<file path="config.mk">
export PLATFORM = sky130hd
export DESIGN_NAME = lane_vrf_write_arbiter
export DESIGN_NICKNAME = d
export VERILOG_FILES = /design/src/rtl/lane_vrf_write_pkg.sv /design/src/rtl/rr_arbiter_core.sv /design/src/rtl/lane_vrf_write_arbiter.sv
export SDC_FILE = /design/constraint.sdc
export NUM_CORES = 1
export LEC_CHECK = 0
export BUFFER_PORTS_ARGS = -buffer_cell sky130_fd_sc_hd__buf_2
export CAP_MARGIN = 10
export CORE_AREA = 5 5 96 98
export CTS_CLUSTER_SIZE = 8
export DETAILED_ROUTE_END_ITERATION = 8
export DIE_AREA = 0 0 101 103
export PLACE_DENSITY = 0.89
export SYNTH_ARGS = -nofsm -noshare
export SYNTH_HDL_FRONTEND = slang
export SYNTH_HIERARCHICAL = 1
export SYNTH_SLANG_ARGS = --single-unit
</file>
<file path="constraint.sdc">
create_clock -name clock -period 6.58 [get_ports clock]
set_input_delay 0.658 -clock clock [delete_from_list [all_inputs] [get_ports clock]]
set_output_delay 0.658 -clock clock [all_outputs]
set_load 0.005 [all_outputs]
</file>
<file path="src/rtl/lane_vrf_write_pkg.sv">
// lane_vrf_write_pkg: shared widths and the write-request payload type for the lane VRF write arbiter.
package lane_vrf_write_pkg;
  localparam int NUM_REQ_MAX = 8;
  localparam int REQ_VD_W = 5;
  localparam int REQ_OFFSET_W = 3;
  localparam int REQ_DATA_W = 32;
  localparam int REQ_INST_W = 3;
  typedef struct packed {
    logic [REQ_VD_W-1:0]     vd;
    logic [REQ_OFFSET_W-1:0] offset;
    logic [REQ_DATA_W/8-1:0] mask;
    logic [REQ_DATA_W-1:0]   data;
    logic                    last;
    logic [REQ_INST_W-1:0]   instructionIndex;
  } vrf_write_req_t;
endpackage

</file>
<file path="src/rtl/rr_arbiter_core.sv">
// rr_arbiter_core: round-robin pointer and one-hot grant, searching upward from the pointer with wrap.
module rr_arbiter_core #(
  parameter int N = 4,
  parameter int IW = (N > 1) ? $clog2(N) : 1
) (
  input  logic          clock,
  input  logic          reset,
  input  logic [N-1:0]  req,
  input  logic          advance,
  output logic [N-1:0]  grant_oh,
  output logic [IW-1:0] grant_idx
);
  logic [IW-1:0] rr_ptr_q, rr_ptr_d;
  logic found;
  always_comb begin
    grant_oh = '0;
    grant_idx = '0;
    found = 1'b0;
    for (int k = 0; k < N; k++) begin
      if (!found && req[(int'(rr_ptr_q) + k) % N]) begin
        found = 1'b1;
        grant_oh[(int'(rr_ptr_q) + k) % N] = 1'b1;
        grant_idx = IW'((int'(rr_ptr_q) + k) % N);
      end
    end
    rr_ptr_d = advance ? IW'((int'(grant_idx) + 1) % N) : rr_ptr_q;
  end
  always_ff @(posedge clock or posedge reset) begin
    if (reset) rr_ptr_q <= '0;
    else rr_ptr_q <= rr_ptr_d;
  end
endmodule

</file>
<file path="src/rtl/lane_vrf_write_arbiter.sv">
// lane_vrf_write_arbiter: round-robin share of one VRF write port behind a single registered output stage.
// LANE_VRF_WRITE_ARB_PERF_EN adds per-requester saturating stall counters on perf_stall_cnt.
module lane_vrf_write_arbiter
  import lane_vrf_write_pkg::*;
#(
  parameter int NUM_REQ  = 4,
  parameter int VD_W     = REQ_VD_W,
  parameter int OFFSET_W = REQ_OFFSET_W,
  parameter int DATA_W   = REQ_DATA_W,
  parameter int INST_W   = REQ_INST_W,
  parameter int IW       = (NUM_REQ > 1) ? $clog2(NUM_REQ) : 1
) (
  input  logic                       clock,
  input  logic                       reset,
  input  logic [NUM_REQ-1:0]         req_valid,
  output logic [NUM_REQ-1:0]         req_ready,
  input  logic [NUM_REQ*VD_W-1:0]    req_vd,
  input  logic [NUM_REQ*OFFSET_W-1:0] req_offset,
  input  logic [NUM_REQ*DATA_W/8-1:0] req_mask,
  input  logic [NUM_REQ*DATA_W-1:0]  req_data,
  input  logic [NUM_REQ-1:0]         req_last,
  input  logic [NUM_REQ*INST_W-1:0]  req_instructionIndex,
  input  logic                       vrfWriteRequest_ready,
  output logic                       vrfWriteRequest_valid,
  output logic [VD_W-1:0]            vrfWriteRequest_bits_vd,
  output logic [OFFSET_W-1:0]        vrfWriteRequest_bits_offset,
  output logic [DATA_W/8-1:0]        vrfWriteRequest_bits_mask,
  output logic [DATA_W-1:0]          vrfWriteRequest_bits_data,
  output logic                       vrfWriteRequest_bits_last,
  output logic [INST_W-1:0]          vrfWriteRequest_bits_instructionIndex,
  output logic [IW-1:0]              grant_id
`ifdef LANE_VRF_WRITE_ARB_PERF_EN
  ,
  output logic [NUM_REQ*16-1:0]      perf_stall_cnt
`endif
);
  localparam int MASK_W = DATA_W / 8;
  logic [NUM_REQ-1:0] grant_oh;
  logic [IW-1:0] grant_idx, grant_id_q;
  logic free, accept, valid_q;
  vrf_write_req_t out_q, out_d;
  assign free = ~valid_q | vrfWriteRequest_ready;
  assign req_ready = reset ? '0 : (grant_oh & {NUM_REQ{free}});
  assign accept = |(req_valid & req_ready);
  rr_arbiter_core #(.N(NUM_REQ), .IW(IW)) u_rr (
    .clock    (clock),
    .reset    (reset),
    .req      (req_valid),
    .advance  (accept),
    .grant_oh (grant_oh),
    .grant_idx(grant_idx)
  );
  always_comb begin
    out_d.vd = req_vd[grant_idx*VD_W +: VD_W];
    out_d.offset = req_offset[grant_idx*OFFSET_W +: OFFSET_W];
    out_d.mask = req_mask[grant_idx*MASK_W +: MASK_W];
    out_d.data = req_data[grant_idx*DATA_W +: DATA_W];
    out_d.last = req_last[grant_idx];
    out_d.instructionIndex = req_instructionIndex[grant_idx*INST_W +: INST_W];
  end
  // A held entry (valid & ~ready) blocks accept via free, so it stays stable.
  always_ff @(posedge clock or posedge reset) begin
    if (reset) begin
      valid_q <= 1'b0;
      out_q <= '0;
      grant_id_q <= '0;
    end else if (accept) begin
      valid_q <= 1'b1;
      out_q <= out_d;
      grant_id_q <= grant_idx;
    end else if (vrfWriteRequest_ready) begin
      valid_q <= 1'b0;
    end
  end
  assign vrfWriteRequest_valid = valid_q;
  assign vrfWriteRequest_bits_vd = out_q.vd;
  assign vrfWriteRequest_bits_offset = out_q.offset;
  assign vrfWriteRequest_bits_mask = out_q.mask;
  assign vrfWriteRequest_bits_data = out_q.data;
  assign vrfWriteRequest_bits_last = out_q.last;
  assign vrfWriteRequest_bits_instructionIndex = out_q.instructionIndex;
  assign grant_id = grant_id_q;
`ifdef LANE_VRF_WRITE_ARB_PERF_EN
  logic [NUM_REQ-1:0][15:0] stall_q;
  always_ff @(posedge clock or posedge reset) begin
    if (reset) stall_q <= '0;
    else
      for (int i = 0; i < NUM_REQ; i++)
        if (req_valid[i] & ~req_ready[i] & ~&stall_q[i]) stall_q[i] <= stall_q[i] + 16'd1;
  end
  assign perf_stall_cnt = stall_q;
`endif
endmodule

</file>
======== Yosys cells after proc, flatten, opt, wreduce, memory -nomap -nowiden ========
Index checks and enable logic that the tools add are counted.
word-level totals
  flip-flop bits (word level) ............. 53
  input bits .............................. 199
  output and inout port bits .............. 55
  logic and storage cells ................. 89
operators by class
  $add $sub $neg .......................... 4
  multipliers ............................. 2
  magnitude comparators ................... 9
  shift operators ......................... 5
  mux-type cells .......................... 35
  bitwise logic cells ..................... 10
  reductions and logical operators ........ 15
operator list
  cell                                                         count
  variable part select 128 x 8 -> 32 bit                       1
  variable part select 12 x 5 -> 3 bit                         2
  2-to-1 mux 4 bit                                             5
  variable part select 20 x 6 -> 5 bit                         1
  2-to-1 mux 1 bit                                             17
  variable part select 16 x 5 -> 4 bit                         1
  less-than comparator 3 x 4 -> 1 bit (second input constant)  3
  OR 4 bit                                                     3
  binary-select mux 1 bit (select 2 bit)                       5
  >= comparator 3 x 1 -> 1 bit (second input constant)         3
  bitwise AND 4 bit                                            2
  demux 1 bit (select 2 bit)                                   4
  2-to-1 mux 2 bit                                             4
  logical AND 1 bit                                            7
  less-than comparator 2 x 3 -> 1 bit (second input constant)  2
  OR reduction 2 bit                                           3
  multiplier 2 x 3 -> 5 bit (second input constant)            1
  adder 2 x 1 -> 2 bit (second input constant)                 2
  adder 2 bit (second input constant)                          2
  multiplier 2 x 2 -> 4 bit (second input constant)            1
  OR reduction 4 bit                                           1
  bitwise AND 1 bit (first input constant)                     3
  zero test 1 bit                                              3
  >= comparator 2 x 1 -> 1 bit (second input constant)         1
  other kinds (3)                                              3

======== Longest topological paths before layout ========
Gate-level depths: netlist of the first run.
  depth in word-level cells ............... 19
  gate-level depth with buffers ........... 14
  mapped depth without buffers ............ 12

======== Hierarchy ========
Netlist of the first run, hierarchy kept.
modules (own cells, without submodules)
  module                  instances  cells an instance  area each (um2)  sequential area each (um2)
  lane_vrf_write_arbiter  1          176                3138.0           1276.2
  rr_arbiter_core         1          52                 465.4            50.0

======== Worst setup path before layout of the first run ========
OpenSTA, ideal clock, no wires.
  kind .................................... reg-to-reg
  start point ............................. register (tool-made name)
  end point ............................... register u_rr.rr_ptr_q[1]
  library setup time ...................... 0.090 ns
  arrival ................................. 3.014 ns
  data required time ...................... 6.490 ns
  setup slack ............................. 3.476 ns
  stages on the path, launching flop included .. 14
  buffers on the path ..................... 2
  clock period less this slack ............ 3.104 ns
  cell sequence ........................... dfrtp_1 -> buf_6 -> inv_1 -> ha_1 -> mux4_2 -> nor2b_2 -> a22oi_1 -> o21ai_0 -> a22oi_1 -> a211oi_2 -> buf_2 -> inv_1 -> a211o_1 -> o221ai_1
RTL lines
  item                  line                   text
  end signal, assigned  rr_arbiter_core.sv:30  else rr_ptr_q <= rr_ptr_d;
  end, declared         rr_arbiter_core.sv:13  logic [IW-1:0] rr_ptr_q, rr_ptr_d;

==> results of run 1 <==
cell families after synthesis:
kind of cell               Yosys count  synth area share, %
buffers and inverters               24                 4.17
DFF                                 53                 36.8
muxes                              102                 49.1
AOI/OAI and AO/OA                   25                 5.10
adders and majority gates            5                 1.74
and+or+nand+nor                     19                 3.13
worst max-delay path, delay by kind of cell, from the launching register on:
family / cells / cell delay (ns)
AOI/OAI and AO/OA: 1 / 0.14
buffers and inverters: 1 / 0.18
muxes: 3 / 1.31
and+or+nand+nor: 2 / 1.00
DFF: 1 / 0.65
adders and majority gates: 1 / 0.42
stage by stage:
step / utilization [%] / power (mW)
2_1_floorplan: - / 1.94
3_3_place_gp: 58.6 / 2.23
3_5_place_dp: 58.6 / 2.31
4_1_cts: 59.8 / 2.53
5_1_grt: 60.0 / 2.69
6_report: 60.0 / 2.51
metal layers:
metal,global-route usage (%),wire (um)
met1,23.5,3770
met3,5.82,884
met5,0,25
met2,39.2,6410
met4,6.65,239
registers in the layout (all words and copies together) (netlist names), named ones only:
| signal | cells |
|---|---|
| grant_id | 2 |
| u_rr/rr_ptr_q | 1 |
| vrfWriteRequest_bits_data | 32 |
| vrfWriteRequest_bits_instructionIndex | 3 |
| vrfWriteRequest_bits_last | 1 |
| vrfWriteRequest_bits_mask | 4 |
| vrfWriteRequest_bits_offset | 3 |
| vrfWriteRequest_bits_vd | 5 |
| vrfWriteRequest_valid | 1 |
layout make-up:
| class | count | area, um^2 |
|---|---|---|
| multi-input combinational | 151 | 2140 |
| clock inverter | 2 | 35.0 |
| inverter | 6 | 22.5 |
| timing repair buffer | 256 | 1300 |
| sequential | 53 | 1330 |
| clock buffer | 5 | 68.8 |
| fill | 687 | 3350 |
| tap | 108 | 135 |
placed cells by master, fill, tap and decap left out, types with 2 or more instances in the layout:
| cell | instances |
|---|---|
| nand2b_1 | 2 |
| inv_1 | 4 |
| clkbuf_8 | 5 |
| a22oi_1 | 10 |
| buf_2 | 253 |
| mux2_2 | 39 |
| o21ai_0 | 4 |
| mux2_1 | 2 |
| a21oi_1 | 3 |
| nor2_1 | 6 |
| buf_4 | 2 |
| dfrtp_1 | 53 |
| a211o_1 | 2 |
| ha_1 | 5 |
| mux4_2 | 52 |
| and2_1 | 4 |
| mux2_4 | 9 |
how the worst max path moves through the flow:
stage               from                                     end  slack (ns)
CTS                 flop   vrfWriteRequest_bits_last$_DFFE_PP0P_        2.73
detailed placement  flop  vrfWriteRequest_bits_vd[1]$_DFFE_PP0P_        2.75
floorplan           flop            u_rr/rr_ptr_q[1]$_DFFE_PP0P_        3.48
global placement    flop   vrfWriteRequest_bits_last$_DFFE_PP0P_        2.94
finish              flop  vrfWriteRequest_bits_vd[1]$_DFFE_PP0P_        2.71
global route        flop  vrfWriteRequest_bits_vd[1]$_DFFE_PP0P_        2.36
report_power, final:
part           switching, mW  leakage [nW]  internal, mW  total, mW
sequential             0.101         0.627         0.502      0.603
combinational          0.710          1.73         0.978       1.69
clock                  0.106        0.0540         0.111      0.216
total                  0.916          2.41          1.59       2.51
==> results.md, run 1 <==
- Outcome: finished, final reports clean
- Final Max Tran Viols: 0
- Most common cell in the netlist: dfrtp_1
- Grt total ovfl: 0
- Initial core utilization: 43.0%
- First-pass GRT wire length: 17.0 mm
- R2R depth: 8
- Fmax: 258 MHz
- CTS buffer count: 5
- Dominant cells by area after synthesis: dfrtp_1 (37%), mux4_2 (33%), mux2_2 (12%)
- CP Launch Type: flop
- Hold Crit Class: in -> async
- Pleak: 2.41 nW
- Die extent in y: 103 um
- Avg Synthesized Cell Area: 15.8 um^2
- Final hold slack: 0.249 ns
- Diode count: 0
- Vias per cell: 5.49
- Final non-filler cell total: 581
- Required time worst endpoint: 6.77 ns
- Period utilization: 58.8%
- Buffer depth of the longest clock path: 2
- Post-cts repair resize count: 0
- Initial antenna violation count: 2
- Area Growth Syn to Fin: 39.7%
- Top cells by count, synth: dfrtp_1 (53), mux4_2 (52), mux2_2 (39)
- # port buffers: 253
- Placeable Area: 0.00838 mm^2
- TritonRoute pass-1 iters: 4
- Die ar.: 0.0104 mm^2
- Vias post-DR: 3190
- Vias in the first global route: 3446
- Top-area cell type share of the netlist area: 36.8%
- Setup CP Type: reg -> reg
- GR Util All Layers: 21.1%
- Post-CTS Setup Inserts: 0
- NumNets Final: 677
- CTS root buf: clkbuf_8
- Ratio of cells with drive above 1 in the final layout: 78.6%
- Skew final: 0.0108 ns
- Final Worst Setup Slack: 2.71 ns
- DP HPWL: 9.27 mm
- Routability Congestion: 0.817
- Post-Route WL: 11.3 mm
- Post-CTS Hold Buffers: 0
- Drt wl/cell: 19.5 um
- Dpl cells: 573
- Post-DP Area: 0.00491 mm^2
- Max stage delay cell, worst path: nand2_4
- Yosys cell types: 32
- Peak VDD IR: 0.333 mV
- CP dominant cell by count: mux4_2
- PwrDens: 498 mW/mm^2
- Measured slew at the worst slew-check pin: 1.22 ns
- Critical path arrival: 4.06 ns
- Register area share after synthesis: 36.8%
- Clk sinks: 53
- Synth Flop Type: dfrtp_1
- R2r setup slk: 2.71 ns
- Synthesized Nets: 432
- Mapped Area: 0.00360 mm^2
- RSZ-0062 raised after global routing: false
- Cell area after layout: 0.00503 mm^2
- Tmin final: 3.87 ns
- Synthesized instance count: 228
- Core Rows: 34
- Fin. Hold Viols: 0
- Final setup viols: 0
- Worst-path maximum fanout: 50
- Post-detailed-route DRC marker count: 0
- Clk Latency, worst-skew pair: 0.30 ns
- Max stage delay on crit path: 0.72 ns
- # IOs: 254
- Setup TNS: 0 ns
- Post-synthesis register bit count: 53
- Die W: 101 um
- R2R Path End: vrfWriteRequest_bits_vd[1]$_DFFE_PP0P_
- CP Capture Type: flop
- Largest net degree at the start of global routing: 52
- CTS tree: done
- Max Cap Viol: 0
- Ys Warns: 6
- Slew headroom: 18.7%
- Post-synth EDFFs: 0
- Ys async rst share: 100%
- Post-place setup slack: 2.75 ns
- Cell taking the most area after synthesis: dfrtp_1
- H-Tree Depth: 2
- Worst-path clk slew: 0.10 ns
- Critical path, cell by cell: inv_1, ha_1, mux4_2, nor2b_2, o21ai_2, nand2_4, mux4_2, mux2_2
- Detailed Route Iter0 Violations: 151
- Antenna-violating nets left: 0
Note: power is estimated with default switching activity, not from simulation.
==> inputs of run 2 (changes only) <==
- CORE_AREA: 5 5 96 98 -> 5 5 99 101
- DIE_AREA: 0 0 101 103 -> 0 0 104 106
- PLACE_DENSITY: 0.89 -> 0.84
- clock period: 6.58 -> 4.03 ns (I/O delays scaled with it)
==> results.md, run 2 (same netlist as run 1, synthesis figures left out) <==
- Outcome: finished, final reports clean (unchanged)
- CP dominant cell by count: a22oi_1 (was mux4_2)
- Slew headroom: 18.3% (was 18.7%)
- Max stage delay cell, worst path: dfrtp_1 (was nand2_4)
- RSZ-0062 raised after global routing: false (unchanged)
- Post-Route WL: 11.1 mm (was 11.3 mm)
- Area Growth Syn to Fin: 39.8% (was 39.7%)
- Peak VDD IR: 0.364 mV (was 0.333 mV)
- Final Max Tran Viols: 0 (unchanged)
- Post-cts repair resize count: 0 (unchanged)
- DP HPWL: 9.12 mm (was 9.27 mm)
- Number of fill cells: 766 (was 687)
- # port buffers: 253 (unchanged)
- Skew final: 0.0102 ns (was 0.0108 ns)
- GR Util All Layers: 19.4% (was 21.1%)
- Vias in the first global route: 3433 (was 3446)
- Placeable Area: 0.00893 mm^2 (was 0.00838 mm^2)
- Pleak: 2.40 nW (was 2.41 nW)
- Antenna-violating nets left: 0 (unchanged)
- CTS root buf: clkbuf_8 (unchanged)
- Clk sinks: 53 (unchanged)
- Die extent in y: 106 um (was 103 um)
- CP Capture Type: flop (unchanged)
- Period utilization: 91.0% (was 58.8%)
- Diode count: 0 (unchanged)
- Hold Crit Class: reg -> reg (was in -> async)
- Post-detailed-route DRC marker count: 0 (unchanged)
- Crit path max-delay family: compound AO/OA/AOI/OAI gates (was multiplexers)
- Worst-path maximum fanout: 55 (was 50)
- PwrDens: 815 mW/mm^2 (was 498 mW/mm^2)
- Initial antenna violation count: 0 (was 2)
- Grt met1 use: 21.7% (was 23.5%)
- H-Tree Depth: 2 (unchanged)
- Post-place setup slack: 0.460 ns (was 2.75 ns)
- Met3 Resource Use GR: 5.16% (was 5.82%)
- Tmin final: 3.67 ns (was 3.87 ns)
- Ratio of cells with drive above 1 in the final layout: 78.1% (was 78.6%)
- Setup TNS: 0 ns (unchanged)
- Final Worst Setup Slack: 0.364 ns (was 2.71 ns)
- Critical path buffer and inverter count: 2 (was 1)
- Max Cap Viol: 0 (unchanged)
- Cell area after layout: 0.00504 mm^2 (was 0.00503 mm^2)
- Required time worst endpoint: 4.21 ns (was 6.77 ns)
- Measured slew at the worst slew-check pin: 1.23 ns (was 1.22 ns)
- Clk Latency, worst-skew pair: 0.30 ns (about the same)
- Post-DP Area: 0.00494 mm^2 (was 0.00491 mm^2)
- Critical path, cell by cell: inv_1, ha_1, mux4_2, nor2b_2, a22oi_1, o21ai_0, a22oi_1, a211oi_4, buf_12, mux2_2 (was inv_1, ha_1, mux4_2, nor2b_2, o21ai_2, nand2_4, mux4_2, mux2_2)
- Fin. Hold Viols: 0 (unchanged)
- Max stage delay on crit path: 0.64 ns (was 0.72 ns)
- # IOs: 254 (unchanged)
- Max reg flops: 32 (unchanged)
- Fmax: 273 MHz (was 258 MHz)
- Largest net degree at the start of global routing: 56 (was 52)
- Most frequent cells in the layout: buf_2 (253), dfrtp_1 (53), mux4_2 (52), mux2_2 (39), a22oi_1 (10) (unchanged)
- Initial core utilization: 40.3% (was 43.0%)
- Buffer depth of the longest clock path: 2 (unchanged)
- Worst-path clk slew: 0.10 ns (about the same)
- Most used routing layer: met2 (unchanged)
- Drt wl/cell: 18.9 um (was 19.5 um)
- Most common cell after layout, fill and taps aside: buf_2 (unchanged)
- Global routing usage on met2: 36.1% (was 39.2%)
- Die ar.: 0.0110 mm^2 (was 0.0104 mm^2)
- CTS buffer count: 5 (unchanged)
- Routability Congestion: 0.932 (was 0.817)
- Post-CTS Setup Inserts: 0 (unchanged)
- Vias post-DR: 3118 (was 3190)
- Min-delay src: grant_id[0]$_DFFE_PP0P_
- First-pass GRT wire length: 17.4 mm (was 17.0 mm)
- Setup CP Type: reg -> reg (unchanged)
- CP Launch Type: flop (unchanged)
- Vias per cell: 5.32 (was 5.49)
- Core Rows: 35 (was 34)
- Detailed Route Iter0 Violations: 107 (was 151)
- Die W: 104 um (was 101 um)
- Final setup viols: 0 (unchanged)
- Grt total ovfl: 0 (unchanged)
- CTS tree: done (unchanged)
- Critical path arrival: 3.85 ns (was 4.06 ns)
- Post-CTS Hold Buffers: 1 (was 0)
- TritonRoute pass-1 iters: 4 (unchanged)
- NumNets Final: 678 (was 677)
## run 2: changes by cell type in the layout (fill, tap and decap cells not counted), sizes merged
cell         change
clkinv           -1
clkinvlp         +1
bufinv           -1
dlygate4sd3      +1
clkbuf           +2
## run 2: layout make-up
type,instances,area (um^2),share of cell area (%)
inverter,6,22.5,0.447
sequential,53,1330,26.3
clock inverter,1,7.51,0.149
clock buffer,7,76.3,1.51
multi-input combinational,151,2140,42.5
timing repair buffer,257,1320,26.3
tap,111,139,2.76
## run 2: layer usage
layer,up-vias,part of all wire [%]
met5,-,0
met4,0,2.2
met3,20,6.5
met2,127,56
met1,1560,35
li1,1411,-
## run 2: worst reg2reg max path, stage by stage, from the launching register on
cell	delay, ns
dfrtp_1	0.64
inv_1	0.17
ha_1	0.45
mux4_2	0.43
nor2b_2	0.25
a22oi_1	0.09
o21ai_0	0.30
a22oi_1	0.19
a211oi_4	0.27
buf_12	0.31
mux2_2	0.45
## run 2: where the power goes
part	switching (mW)	internal [mW]
combinational	1.18	1.65
sequential	0.161	0.820
clock	0.172	0.124
total	1.51	2.60
## run 2: worst paths after layout
kind / endpoint / slack (ns) / cells after the start
hold reg to reg: grant_id[0]$_DFFE_PP0P_ / 0.50 / 1
setup / recovery: vrfWriteRequest_bits_data[11]$_DFFE_PP0P_ / 0.36 / 10
setup reg to reg: vrfWriteRequest_bits_data[11]$_DFFE_PP0P_ / 0.36 / 10
min in group asynchronous: asynchronous set/reset pin / 0.54 / 3
max in group asynchronous: vrfWriteRequest_bits_data[11]$_DFFE_PP0P_ / 2.40 / 3
hold / removal: grant_id[0]$_DFFE_PP0P_ / 0.50 / 1
## run 2: metrics by stage
stage                     hold slack [ns]  power (mW)  cells  util, %
after floorplan                     0.144        3.16    228        -
after global placement              0.316        3.74    577     55.4
after detailed placement            0.322        3.86    577     55.4
after CTS                           0.504        4.16    586     56.4
after global routing                0.520        4.43    586     56.4
final                               0.498        4.11    586     56.4
